[config.mk]
export PLATFORM = sky130hd
export DESIGN_NAME = inst_prefetch_queue_flat
export DESIGN_NICKNAME = d
export VERILOG_FILES = /design/src/rtl/inst_prefetch_queue_pkg.sv /design/src/rtl/inst_prefetch_queue_if.sv /design/src/rtl/inst_prefetch_queue_pf_fifo_core.sv /design/src/rtl/inst_prefetch_queue.sv /design/src/flat_wrapper.sv
export SDC_FILE = /design/constraint.sdc
export NUM_CORES = 1
export LEC_CHECK = 0
export CORE_MARGIN = 10
export CORE_UTILIZATION = 57
export DETAILED_ROUTE_END_ITERATION = 10
export PLACE_DENSITY = 0.86
export SETUP_SLACK_MARGIN = 0.15
export SYNTH_ARGS = -nofsm -noshare
export SYNTH_HDL_FRONTEND = slang
export SYNTH_HIERARCHICAL = 1
export SYNTH_SLANG_ARGS = --single-unit
[constraint.sdc]
create_clock -name clk -period 4.91 [get_ports clk]
set_clock_uncertainty 0.2 [all_clocks]
set_input_delay 0.491 -clock clk [delete_from_list [all_inputs] [get_ports clk]]
set_output_delay 0.491 -clock clk [all_outputs]
set_load 0.02 [all_outputs]
[src/rtl/inst_prefetch_queue_pkg.sv]
// Shared fetch-side widths and types for the instruction prefetch queue.
package inst_prefetch_queue_pkg;

    localparam int unsigned PF_INST_W = 68;
    localparam int unsigned PF_PC_W   = 32;

    typedef logic [PF_INST_W-1:0] inst_word_t;
    typedef logic [PF_PC_W-1:0]   fetch_pc_t;

    typedef struct packed {
        fetch_pc_t  pc;
        inst_word_t inst;
    } fetch_entry_t;

endpackage

[src/rtl/inst_prefetch_queue_if.sv]
// Redirect, instruction-memory and instruction-register signals of the prefetch queue.
// inst_pc exists only when PF_PC_TAG_EN is defined.
interface inst_prefetch_queue_if
    import inst_prefetch_queue_pkg::*;
#(
    parameter int unsigned INST_W = PF_INST_W,
    parameter int unsigned PC_W   = PF_PC_W
);

    logic              flush;
    logic [PC_W-1:0]   flush_pc;
    logic              mem_req;
    logic [PC_W-1:0]   mem_addr;
    logic              mem_valid;
    logic [INST_W-1:0] mem_inst;
    logic              inst_valid;
    logic [INST_W-1:0] inst_out;
    logic              inst_ready;
    logic              err;
`ifdef PF_PC_TAG_EN
    logic [PC_W-1:0]   inst_pc;
`endif

    modport master (
        input  flush, flush_pc, mem_valid, mem_inst, inst_ready,
`ifdef PF_PC_TAG_EN
        output inst_pc,
`endif
        output mem_req, mem_addr, inst_valid, inst_out, err
    );

    modport slave (
        output flush, flush_pc, mem_valid, mem_inst, inst_ready,
`ifdef PF_PC_TAG_EN
        input  inst_pc,
`endif
        input  mem_req, mem_addr, inst_valid, inst_out, err
    );

endinterface

[src/rtl/inst_prefetch_queue_pf_fifo_core.sv]
// FIFO storage with clear and a registered first-word-fall-through head that
// keeps its last value while the FIFO is empty.
module pf_fifo_core
    import inst_prefetch_queue_pkg::*;
#(
    parameter  int unsigned W     = PF_INST_W,
    parameter  int unsigned DEPTH = 4,
    localparam int unsigned AW    = $clog2(DEPTH),
    localparam int unsigned CW    = AW + 1
) (
    input  logic          clk_i,
    input  logic          rst_i,
    input  logic          clear_i,
    input  logic          push_i,
    input  logic          pop_i,
    input  logic [W-1:0]  wdata_i,
    output logic [W-1:0]  rdata_o,
    output logic [CW-1:0] count_o,
    output logic          full_o,
    output logic          empty_o
);

    logic [W-1:0]  mem_q [DEPTH];
    logic [AW-1:0] rd_q, rd_d, wr_q, wr_d;
    logic [CW-1:0] cnt_q, cnt_d;
    logic [W-1:0]  head_q, head_d;
    logic          do_push, do_pop;

    assign do_pop  = pop_i && (cnt_q != '0);
    assign do_push = push_i && ((cnt_q != CW'(DEPTH)) || do_pop);

    always_comb begin
        rd_d   = rd_q;
        wr_d   = wr_q;
        cnt_d  = cnt_q;
        head_d = head_q;
        if (clear_i) begin
            rd_d  = '0;
            wr_d  = '0;
            cnt_d = '0;
        end else begin
            if (do_pop)  rd_d = rd_q + 1'b1;
            if (do_push) wr_d = wr_q + 1'b1;
            cnt_d = cnt_q + CW'(do_push) - CW'(do_pop);
            // The incoming word becomes head when it lands in the slot rd_d points at.
            if (cnt_d != '0)
                head_d = (do_push && (wr_q == rd_d)) ? wdata_i : mem_q[rd_d];
        end
    end

    always_ff @(posedge clk_i or posedge rst_i) begin
        if (rst_i) begin
            rd_q   <= '0;
            wr_q   <= '0;
            cnt_q  <= '0;
            head_q <= '0;
        end else begin
            rd_q   <= rd_d;
            wr_q   <= wr_d;
            cnt_q  <= cnt_d;
            head_q <= head_d;
        end
    end

    always_ff @(posedge clk_i) begin
        if (do_push && !clear_i)
            mem_q[wr_q] <= wdata_i;
    end

    assign rdata_o = head_q;
    assign count_o = cnt_q;
    assign full_o  = (cnt_q == CW'(DEPTH));
    assign empty_o = (cnt_q == '0);

endmodule

[src/rtl/inst_prefetch_queue.sv]
// Fetch PC, credit-limited in-order memory requests, redirect drop accounting and
// the instruction FIFO feeding the IR. PF_PC_TAG_EN adds a per-entry fetch-PC tag.
module inst_prefetch_queue
    import inst_prefetch_queue_pkg::*;
#(
    parameter int unsigned     INST_W   = PF_INST_W,
    parameter int unsigned     PC_W     = PF_PC_W,
    parameter int unsigned     DEPTH    = 4,
    parameter int unsigned     PC_STEP  = 1,
    parameter logic [PC_W-1:0] RESET_PC = '0
) (
    input  logic                  clk,
    input  logic                  rst,
    inst_prefetch_queue_if.master pf
);

    localparam int unsigned CW = $clog2(DEPTH) + 1;

    logic [PC_W-1:0]   pc_q, pc_d;
    logic [CW-1:0]     outst_q, outst_d;
    logic [CW-1:0]     drop_q, drop_d;
    logic              err_q, err_d;
    logic [CW-1:0]     q_count;
    logic [CW:0]       credit_used;
    logic              q_empty, q_full;
    logic              issue, ret_drop, ret_accept, ret_stray, push, pop;
    logic [INST_W-1:0] word_head;
    logic              unused_q_full;

    assign credit_used = {1'b0, q_count} + {1'b0, outst_q};
    assign issue       = !pf.flush && (credit_used < (CW+1)'(DEPTH));

    assign ret_drop    = pf.mem_valid && (drop_q != '0);
    assign ret_accept  = pf.mem_valid && (drop_q == '0) && (outst_q != '0);
    assign ret_stray   = pf.mem_valid && (drop_q == '0) && (outst_q == '0);
    assign push        = ret_accept && !pf.flush;
    assign pop         = !q_empty && pf.inst_ready;

    always_comb begin
        pc_d    = pc_q;
        outst_d = outst_q;
        drop_d  = drop_q;
        err_d   = err_q | ret_stray;
        if (pf.flush) begin
            pc_d    = pf.flush_pc;
            outst_d = '0;
            // Everything still in flight becomes drop credit, minus a word landing now.
            drop_d  = drop_q + outst_q - CW'(ret_drop || ret_accept);
        end else begin
            if (issue) pc_d = pc_q + PC_W'(PC_STEP);
            outst_d = outst_q + CW'(issue) - CW'(ret_accept);
            drop_d  = drop_q - CW'(ret_drop);
        end
    end

    always_ff @(posedge clk or posedge rst) begin
        if (rst) begin
            pc_q    <= RESET_PC;
            outst_q <= '0;
            drop_q  <= '0;
            err_q   <= 1'b0;
        end else begin
            pc_q    <= pc_d;
            outst_q <= outst_d;
            drop_q  <= drop_d;
            err_q   <= err_d;
        end
    end

    pf_fifo_core #(
        .W     (INST_W),
        .DEPTH (DEPTH)
    ) u_word_fifo (
        .clk_i   (clk),
        .rst_i   (rst),
        .clear_i (pf.flush),
        .push_i  (push),
        .pop_i   (pop),
        .wdata_i (pf.mem_inst),
        .rdata_o (word_head),
        .count_o (q_count),
        .full_o  (q_full),
        .empty_o (q_empty)
    );

    assign unused_q_full = q_full;
    assign pf.mem_req    = issue && !rst;
    assign pf.mem_addr   = pc_q;
    assign pf.inst_valid = !q_empty;
    assign pf.err        = err_q;

`ifdef PF_PC_TAG_EN
    logic [PC_W-1:0] ret_pc, tag_head;
    logic [CW-1:0]   unused_tag_count;
    logic            unused_tag_full, unused_tag_empty;
    fetch_entry_t    head_ent;

    // Returns after the last redirect are contiguous, so the oldest outstanding
    // request sits outstanding*PC_STEP behind the fetch PC.
    assign ret_pc = pc_q - PC_W'(outst_q) * PC_W'(PC_STEP);

    pf_fifo_core #(
        .W     (PC_W),
        .DEPTH (DEPTH)
    ) u_tag_fifo (
        .clk_i   (clk),
        .rst_i   (rst),
        .clear_i (pf.flush),
        .push_i  (push),
        .pop_i   (pop),
        .wdata_i (ret_pc),
        .rdata_o (tag_head),
        .count_o (unused_tag_count),
        .full_o  (unused_tag_full),
        .empty_o (unused_tag_empty)
    );

    assign head_ent    = '{pc: tag_head, inst: word_head};
    assign pf.inst_pc  = head_ent.pc;
    assign pf.inst_out = head_ent.inst;
`else
    assign pf.inst_out = word_head;
`endif

endmodule

[src/flat_wrapper.sv]
// flat-port wrapper written by rule: the top's interface ports become plain ports
module inst_prefetch_queue_flat import inst_prefetch_queue_pkg::*;
#(
    parameter int unsigned     INST_W   = PF_INST_W,
    parameter int unsigned     PC_W     = PF_PC_W,
    parameter int unsigned     DEPTH    = 4,
    parameter int unsigned     PC_STEP  = 1,
    parameter logic [PC_W-1:0] RESET_PC = '0
)
  (clk, rst, pf_flush, pf_flush_pc, pf_mem_valid, pf_mem_inst, pf_inst_ready, pf_mem_req, pf_mem_addr, pf_inst_valid, pf_inst_out, pf_err);
  inst_prefetch_queue_if #(.INST_W(INST_W), .PC_W(PC_W)) pf_i ();
  input  logic clk;
  input  logic rst;
  input wire logic [$bits(pf_i.flush)-1:0] pf_flush;
  input wire logic [$bits(pf_i.flush_pc)-1:0] pf_flush_pc;
  input wire logic [$bits(pf_i.mem_valid)-1:0] pf_mem_valid;
  input wire logic [$bits(pf_i.mem_inst)-1:0] pf_mem_inst;
  input wire logic [$bits(pf_i.inst_ready)-1:0] pf_inst_ready;
  output wire logic [$bits(pf_i.mem_req)-1:0] pf_mem_req;
  output wire logic [$bits(pf_i.mem_addr)-1:0] pf_mem_addr;
  output wire logic [$bits(pf_i.inst_valid)-1:0] pf_inst_valid;
  output wire logic [$bits(pf_i.inst_out)-1:0] pf_inst_out;
  output wire logic [$bits(pf_i.err)-1:0] pf_err;
  assign pf_i.flush = pf_flush;
  assign pf_i.flush_pc = pf_flush_pc;
  assign pf_i.mem_valid = pf_mem_valid;
  assign pf_i.mem_inst = pf_mem_inst;
  assign pf_i.inst_ready = pf_inst_ready;
  assign pf_mem_req = pf_i.mem_req;
  assign pf_mem_addr = pf_i.mem_addr;
  assign pf_inst_valid = pf_i.inst_valid;
  assign pf_inst_out = pf_i.inst_out;
  assign pf_err = pf_i.err;
  inst_prefetch_queue #(.INST_W(INST_W), .PC_W(PC_W), .DEPTH(DEPTH), .PC_STEP(PC_STEP), .RESET_PC(RESET_PC)) u_core (.clk(clk), .rst(rst), .pf(pf_i));
endmodule
## Word-level counts from Yosys, hierarchy flattened

Memories as Yosys holds them, arrays and structs flattened. A register that Yosys moved wholly into a read port is not among the register bits.
Index checks and enable logic that the tools add are counted.

| storage, ports and cells | value |
|---|---|
| flip-flop bits (word level) | 46 |
| memory bits (writable) | 272 |
| output and inout bits | 103 |
| word-level logic and storage cells | 61 |
| memories kept | 1 |

Memory list:

| name | depth | width | read ports | clocked after memory_dff | write ports | RTL line | text |
|---|---|---|---|---|---|---|---|
| u_core.u_word_fifo.mem_q | 4 | 68 | 1 | 1 | 1 | inst_prefetch_queue_pf_fifo_core.sv:23 | `logic [W-1:0] mem_q [DEPTH];` |

| cells by class | value |
|---|---|
| add/subtract/negate cells | 11 |
| $lt $le $gt $ge | 1 |
| equal/unequal tests | 1 |
| mux-type cells | 12 |
| bitwise gates (word level) | 2 |
| reduce and logical (&&, ||, !) cells | 26 |

Operator list:

| cell | number |
|---|---|
| $mux W32 | 2 |
| $add A32 B1 Y32 const B | 1 |
| $reduce_bool A3 Y1 | 4 |
| $sub A3 B1 Y3 | 4 |
| $logic_and A1 B1 Y1 | 11 |
| $mux W2 | 5 |
| $logic_not A3 Y1 | 3 |
| $mux W3 | 3 |
| $add A3 B1 Y3 | 2 |
| $add A2 B1 Y2 const B | 2 |
| $add A3 B3 Y4 | 1 |
| $lt A4 B3 Y1 const B | 1 |
| $reduce_bool A2 Y1 | 2 |
| $add A3 B3 Y3 | 1 |
| $logic_not A1 Y1 | 3 |
| $ne A3 B3 Y1 const B | 1 |
| $logic_or A1 B1 Y1 | 2 |
| $mux W1 | 2 |
| $reduce_and A2 Y1 | 1 |
| $not A1 Y1 | 1 |
| $or A1 B1 Y1 | 1 |

## Logic depth before layout (Yosys ltp)

| depth | value |
|---|---|
| word-level depth | 10 |
| gate-level depth with buffers | 16 |

## By module

Netlist, hierarchy kept.

By module, submodules not included:

| module | instances | cells an instance | area each (um^2) | sequential area each (um^2) |
|---|---|---|---|---|
| pf_fifo_core | 1 | 863 | 15725.1 | 10044.6 |
| inst_prefetch_queue | 1 | 272 | 2389.8 | 975.9 |

## Worst setup path before layout

Ideal clock, no wire load.

| timing | value |
|---|---|
| path kind | input to register |
| start | input pf_flush |
| end | memory u_core/u_word_fifo/mem_q[2][0] (netlist bit), enable pin |
| data arrival time | 3490 ps |
| required time | 4277 ps |
| slack | 786 ps |
| stages on the path | 6 |
| buffers on the path | 2 |
| path through | clkbuf_1 buf_1 nor3_1 inv_1 nor3_1 and2_1 |

| between the ends | value |
|---|---|
| word-level cells in the longest chain between the ends | 6 |

RTL lines:

| item | RTL line | text |
|---|---|---|
| start, declared | flat_wrapper.sv:14 | `input wire logic [$bits(pf_i.flush)-1:0] pf_flush;` |
| $logic_not A1 Y1 | inst_prefetch_queue.sv:36 | `assign push = ret_accept && !pf.flush;` |
| $logic_and A1 B1 Y1 | inst_prefetch_queue.sv:36 |  |
| net u_core.push | inst_prefetch_queue.sv:26 | `logic issue, ret_drop, ret_accept, ret_stray, push, pop;` |
| $logic_and A1 B1 Y1 | inst_prefetch_queue_pf_fifo_core.sv:30 | `assign do_push = push_i && ((cnt_q != CW'(DEPTH)) \|\| do_pop);` |
| $logic_and A1 B1 Y1 | inst_prefetch_queue_pf_fifo_core.sv:66 | `if (do_push && !clear_i)` |
| $mux W1 | inst_prefetch_queue_pf_fifo_core.sv:66 |  |
| $mux W1 (implied by the code) | inst_prefetch_queue_pf_fifo_core.sv:67 | `mem_q[wr_q] <= wdata_i;` |
| end, declared | inst_prefetch_queue_pf_fifo_core.sv:23 |  |

The timed path passes the listed nets, and every way through them passes these cells.

## Worst setup path in the final report

| timing | value |
|---|---|
| start | register u_core.drop_q[2] |
| end | register u_core.u_word_fifo.head_q[57], in the netlist u_core/u_word_fifo/rdata_o[57], read port of u_core.u_word_fifo.mem_q |

| between the ends | value |
|---|---|
| word-level cells in the longest chain between the ends | 9 |

RTL lines:

| item | RTL line | text |
|---|---|---|
| start, declared | inst_prefetch_queue.sv:21 | `logic [CW-1:0] drop_q, drop_d;` |
| start signal, assigned | inst_prefetch_queue.sv:65 | `drop_q <= drop_d;` |
| $logic_not A3 Y1 | inst_prefetch_queue.sv:34 | `assign ret_accept = pf.mem_valid && (drop_q == '0) && (outst_q != '0);` |
| $logic_and A1 B1 Y1 (2 in a row) | inst_prefetch_queue.sv:34 |  |
| $logic_and A1 B1 Y1 | inst_prefetch_queue.sv:36 |  |
| net u_core.push | inst_prefetch_queue.sv:26 |  |
| $logic_and A1 B1 Y1 | inst_prefetch_queue_pf_fifo_core.sv:30 |  |
| $add A3 B1 Y3 | inst_prefetch_queue_pf_fifo_core.sv:44 | `cnt_d = cnt_q + CW'(do_push) - CW'(do_pop);` |
| $sub A3 B1 Y3 | inst_prefetch_queue_pf_fifo_core.sv:44 |  |
| $reduce_bool A3 Y1 | inst_prefetch_queue_pf_fifo_core.sv:46 | `if (cnt_d != '0)` |
| $reduce_and A2 Y1 (no line) | -- |  |
| end, declared | inst_prefetch_queue_pf_fifo_core.sv:26 | `logic [W-1:0] head_q, head_d;` |

The timed path passes the listed nets, and every way through them passes these cells.
A chain may end at the register's enable or synchronous reset.

==> flow_metrics.tcl <==
set metrics [dict create \
    outcome "complete, no violations" \
    synthTopCellsByArea "edfxtp_1 (45%), mux4_2 (17%), dfrtp_1 (16%), mux2i_1 (3.9%), o221ai_1 (2.3%)" \
    die_w_um 198.3 \
    slowest_delay_ns 0.70 \
    tightest_slew_ns 0.9942 \
    drt_iter0_drc 792 \
    dr.pass1.iters 5 \
    ant_nets 0 \
    antenna_found_initial 5 \
    start_util_pct 57.56 \
    rsz0062_at_grt "false" \
    die_y_um 198.3 \
    cts_buffer_depth 3 \
    num-fill-cells 2064 \
    max_freq_mhz 240.1 \
    min_period_ns 4.165 \
    setup_viol 0 \
    synth.largest_area_cell "edfxtp_1" \
    grt_overflow 0 \
    root_buffer "clkbuf_16" \
    postCtsHoldBufs 0 \
    gp_congestion 0.7741 \
    setup.worst_path.start_class "flip-flop" \
    cts_resized 0 \
    p_total_uw 9134 \
    core_area_sq_um 31470 \
    irDropWorstVdd_uv 457.0 \
    post-synth-top-count-cell "edfxtp_1" \
    grt_pass1_vias 11800 \
    rows 65 \
    crit_chain "nor3_1, nand2_1, nor3_1, inv_1, o31ai_1, ha_1, inv_1, fa_1, nor2b_1, a21o_4, buf_4, nand2_1, o221ai_1" \
    grt_pass1_wl_um 67570 \
    arrival_ns 4.39 \
    hold_viol 0 \
    areaGrowthSynthToFinish_pct 21.39 \
    end_kind "flip-flop" \
    tns_ns 0 \
    ios 208 \
    drv_cap 0 \
    avgSynthCellArea_sq_um 15.96 \
    path_class "reg2reg" \
    synthTopCellsByCount "edfxtp_1 (272), mux4_2 (136), dfrtp_1 (114), nand2_1 (111), inv_1 (86)" \
    syn_inst 1135 \
    die-area_sq_um 39310 \
    cts_tree "built" \
    nets 1457 \
    hpwl_um 26610 \
    p_leak_uw 0.007797 \
    synth.distinct_cells 50 \
    io_buffers 207 \
    grt_max_degree 139 \
    cp_max_fo 68 \
    synth-async-reset-ratio_pct 29.53 \
    synth_top_area_share_pct 45.09 \
    cts_buffers 41 \
    worst_slew_margin_rel_pct 33.72 \
    grt_usage_pct 22.21 \
    htreeDepth 2 \
    wl_um 43440 \
    path_clk_slew_ns 0.06 \
    syn-num-nets 1258 \
    layout-drive-gt1-share_pct 19.03 \
    post-route-period-util_pct 84.83 \
    ys_warn_count 6 \
    synth_edf_count 272 \
    ys_seq_area_share_pct 60.84 \
    synth_area_sq_um 18110 \
    critPathRequiredTime_ns 5.14 \
    via_per_inst 6.244 \
    cp_slowest_cell "buf_4" \
    worst_hold_path_type "in2async" \
    ys_seq_elements 386 \
    slew_viol_final 0 \
    wl_per_cell_um 24.51 \
    power.density_nw_per_um2 415.4 \
    clock_latency_ns 0.52 \
    synth_flop_cell "edfxtp_1" \
    clkSinkCount 386 \
    cts_setup_buffers 0 \
    drc_errors 0 \
    via_count 11070 \
]
[per-stage QoR]
step	instances	util [%]	instance area, sq um	setup slack [ns]	hold WS [ns]
floorplan	1135	-	18110	0.7862	0.2477
global placement	1693	65.49	20610	0.7243	0.2538
detailed placement	1693	65.49	20610	0.6012	0.2608
CTS	1768	69.84	21980	0.7714	0.1494
global route	1770	69.85	21980	0.4833	0.1777
finish	1772	69.87	21990	0.7451	0.1637
[sequential cells by signal, summed over array words and instances (netlist names)]
signal / flops
u_core/pf.err: 1
u_core/u_word_fifo/mem_q: 272
u_core/u_word_fifo/rdata_o: 68
u_core/pf.mem_addr: 32
u_core/u_word_fifo/rd_q: 2
u_core/drop_q: 3
u_core/u_word_fifo/count_o: 3
u_core/u_word_fifo/wr_q: 2
u_core/outst_q: 3
[power by group]
| group | internal [uW] | switching (uW) | leakage (uW) |
|---|---|---|---|
| logic | 914 | 991 | 0.00325 |
| clock network | 1860 | 1250 | 0.000674 |
| registers | 3830 | 288 | 0.00387 |
| total | 6610 | 2530 | 0.00780 |
[worst paths after layout]
| path | start | slack, ns | depth (start not counted) | endpoint |
|---|---|---|---|---|
| worst min register to register | u_core/pf.err$_DFF_PP0_ | 0.27 | 1 | u_core/pf.err$_DFF_PP0_ |
| max in group asynchronous | rst | 3.22 | 3 | u_core/u_word_fifo/rdata_o[17]$_DFFE_PP0P_ |
| worst max register to register | u_core/drop_q[2]$_DFF_PP0_ | 0.75 | 13 | u_core/u_word_fifo/rdata_o[57]$_DFFE_PP0P_ |
| min in group clk | u_core/pf.err$_DFF_PP0_ | 0.27 | 1 | u_core/pf.err$_DFF_PP0_ |
| worst min-delay path | rst | 0.16 | 2 | u_core/outst_q[1]$_DFF_PP0_ |
| worst max-delay path | u_core/drop_q[2]$_DFF_PP0_ | 0.75 | 13 | u_core/u_word_fifo/rdata_o[57]$_DFFE_PP0P_ |
[layout by cell type (no fill, tap or decap), types with 4 or more instances in the layout]
cell type,count
clkbuf_16,43
clkdlybuf4s50_1,206
nor4_1,13
mux4_2,136
bufinv_16,4
clkinv_1,4
nand2_1,111
ha_1,15
xnor2_1,35
nor2b_1,5
inv_1,85
diode_2,4
and2_1,4
dfrtp_1,112
nor3_1,13
mux2i_1,71
clkbuf_1,9
nor2_1,19
clkinv_2,9
o221ai_2,20
nand3_1,16
o21ai_0,29
buf_12,8
edfxtp_1,272
buf_4,13
o221ai_1,48
nand4_1,10
and2_4,4
xor2_1,6
[cells by family after synthesis]
| logic type | count (synthesis) | share of synthesized area (%) |
|---|---|---|
| compound gates | 108 | 5.291 |
| xor+xnor | 43 | 2.231 |
| mux | 208 | 20.89 |
| buf+inv | 159 | 3.833 |
| flops | 386 | 60.84 |
| simple gates | 213 | 5.547 |
| fa+ha+maj | 18 | 1.368 |
[cell type report]
cell class / count / area (sq um) / area share [%]
Clock inverter: 20 / 217.7 / 0.9900
Multi-Input combinational cell: 590 / 6426 / 29.22
Inverter: 87 / 329.1 / 1.496
Antenna cell: 4 / 10.01 / 0.04552
Clock buffer: 55 / 1151 / 5.235
Tap cell: 402 / 503.0 / 2.287
Sequential cell: 386 / 11030 / 50.15
Timing Repair Buffer: 228 / 2325 / 10.57
[metal layers]
layer  vias to the layer above  track usage (%)  wire length, um  share of wire, %
met4                         2            7.432             1087               2.5
li1                       4846                -                -                 -
met1                      5727            27.79            17080                39
met2                       408            38.29            22610                52
met3                        82            4.006             2640               6.1
met5                         -                0               20             0.046
[worst max-delay path: cells and delay by family (launching register included)]
| kind | cells | cell delay, ns |
|---|---|---|
| fa+ha+maj | 2 | 0.68 |
| simple gates | 5 | 1.33 |
| compound gates | 3 | 0.56 |
| buf+inv | 3 | 0.87 |
| flops | 1 | 0.39 |
(Power assumes the default switching activity.)
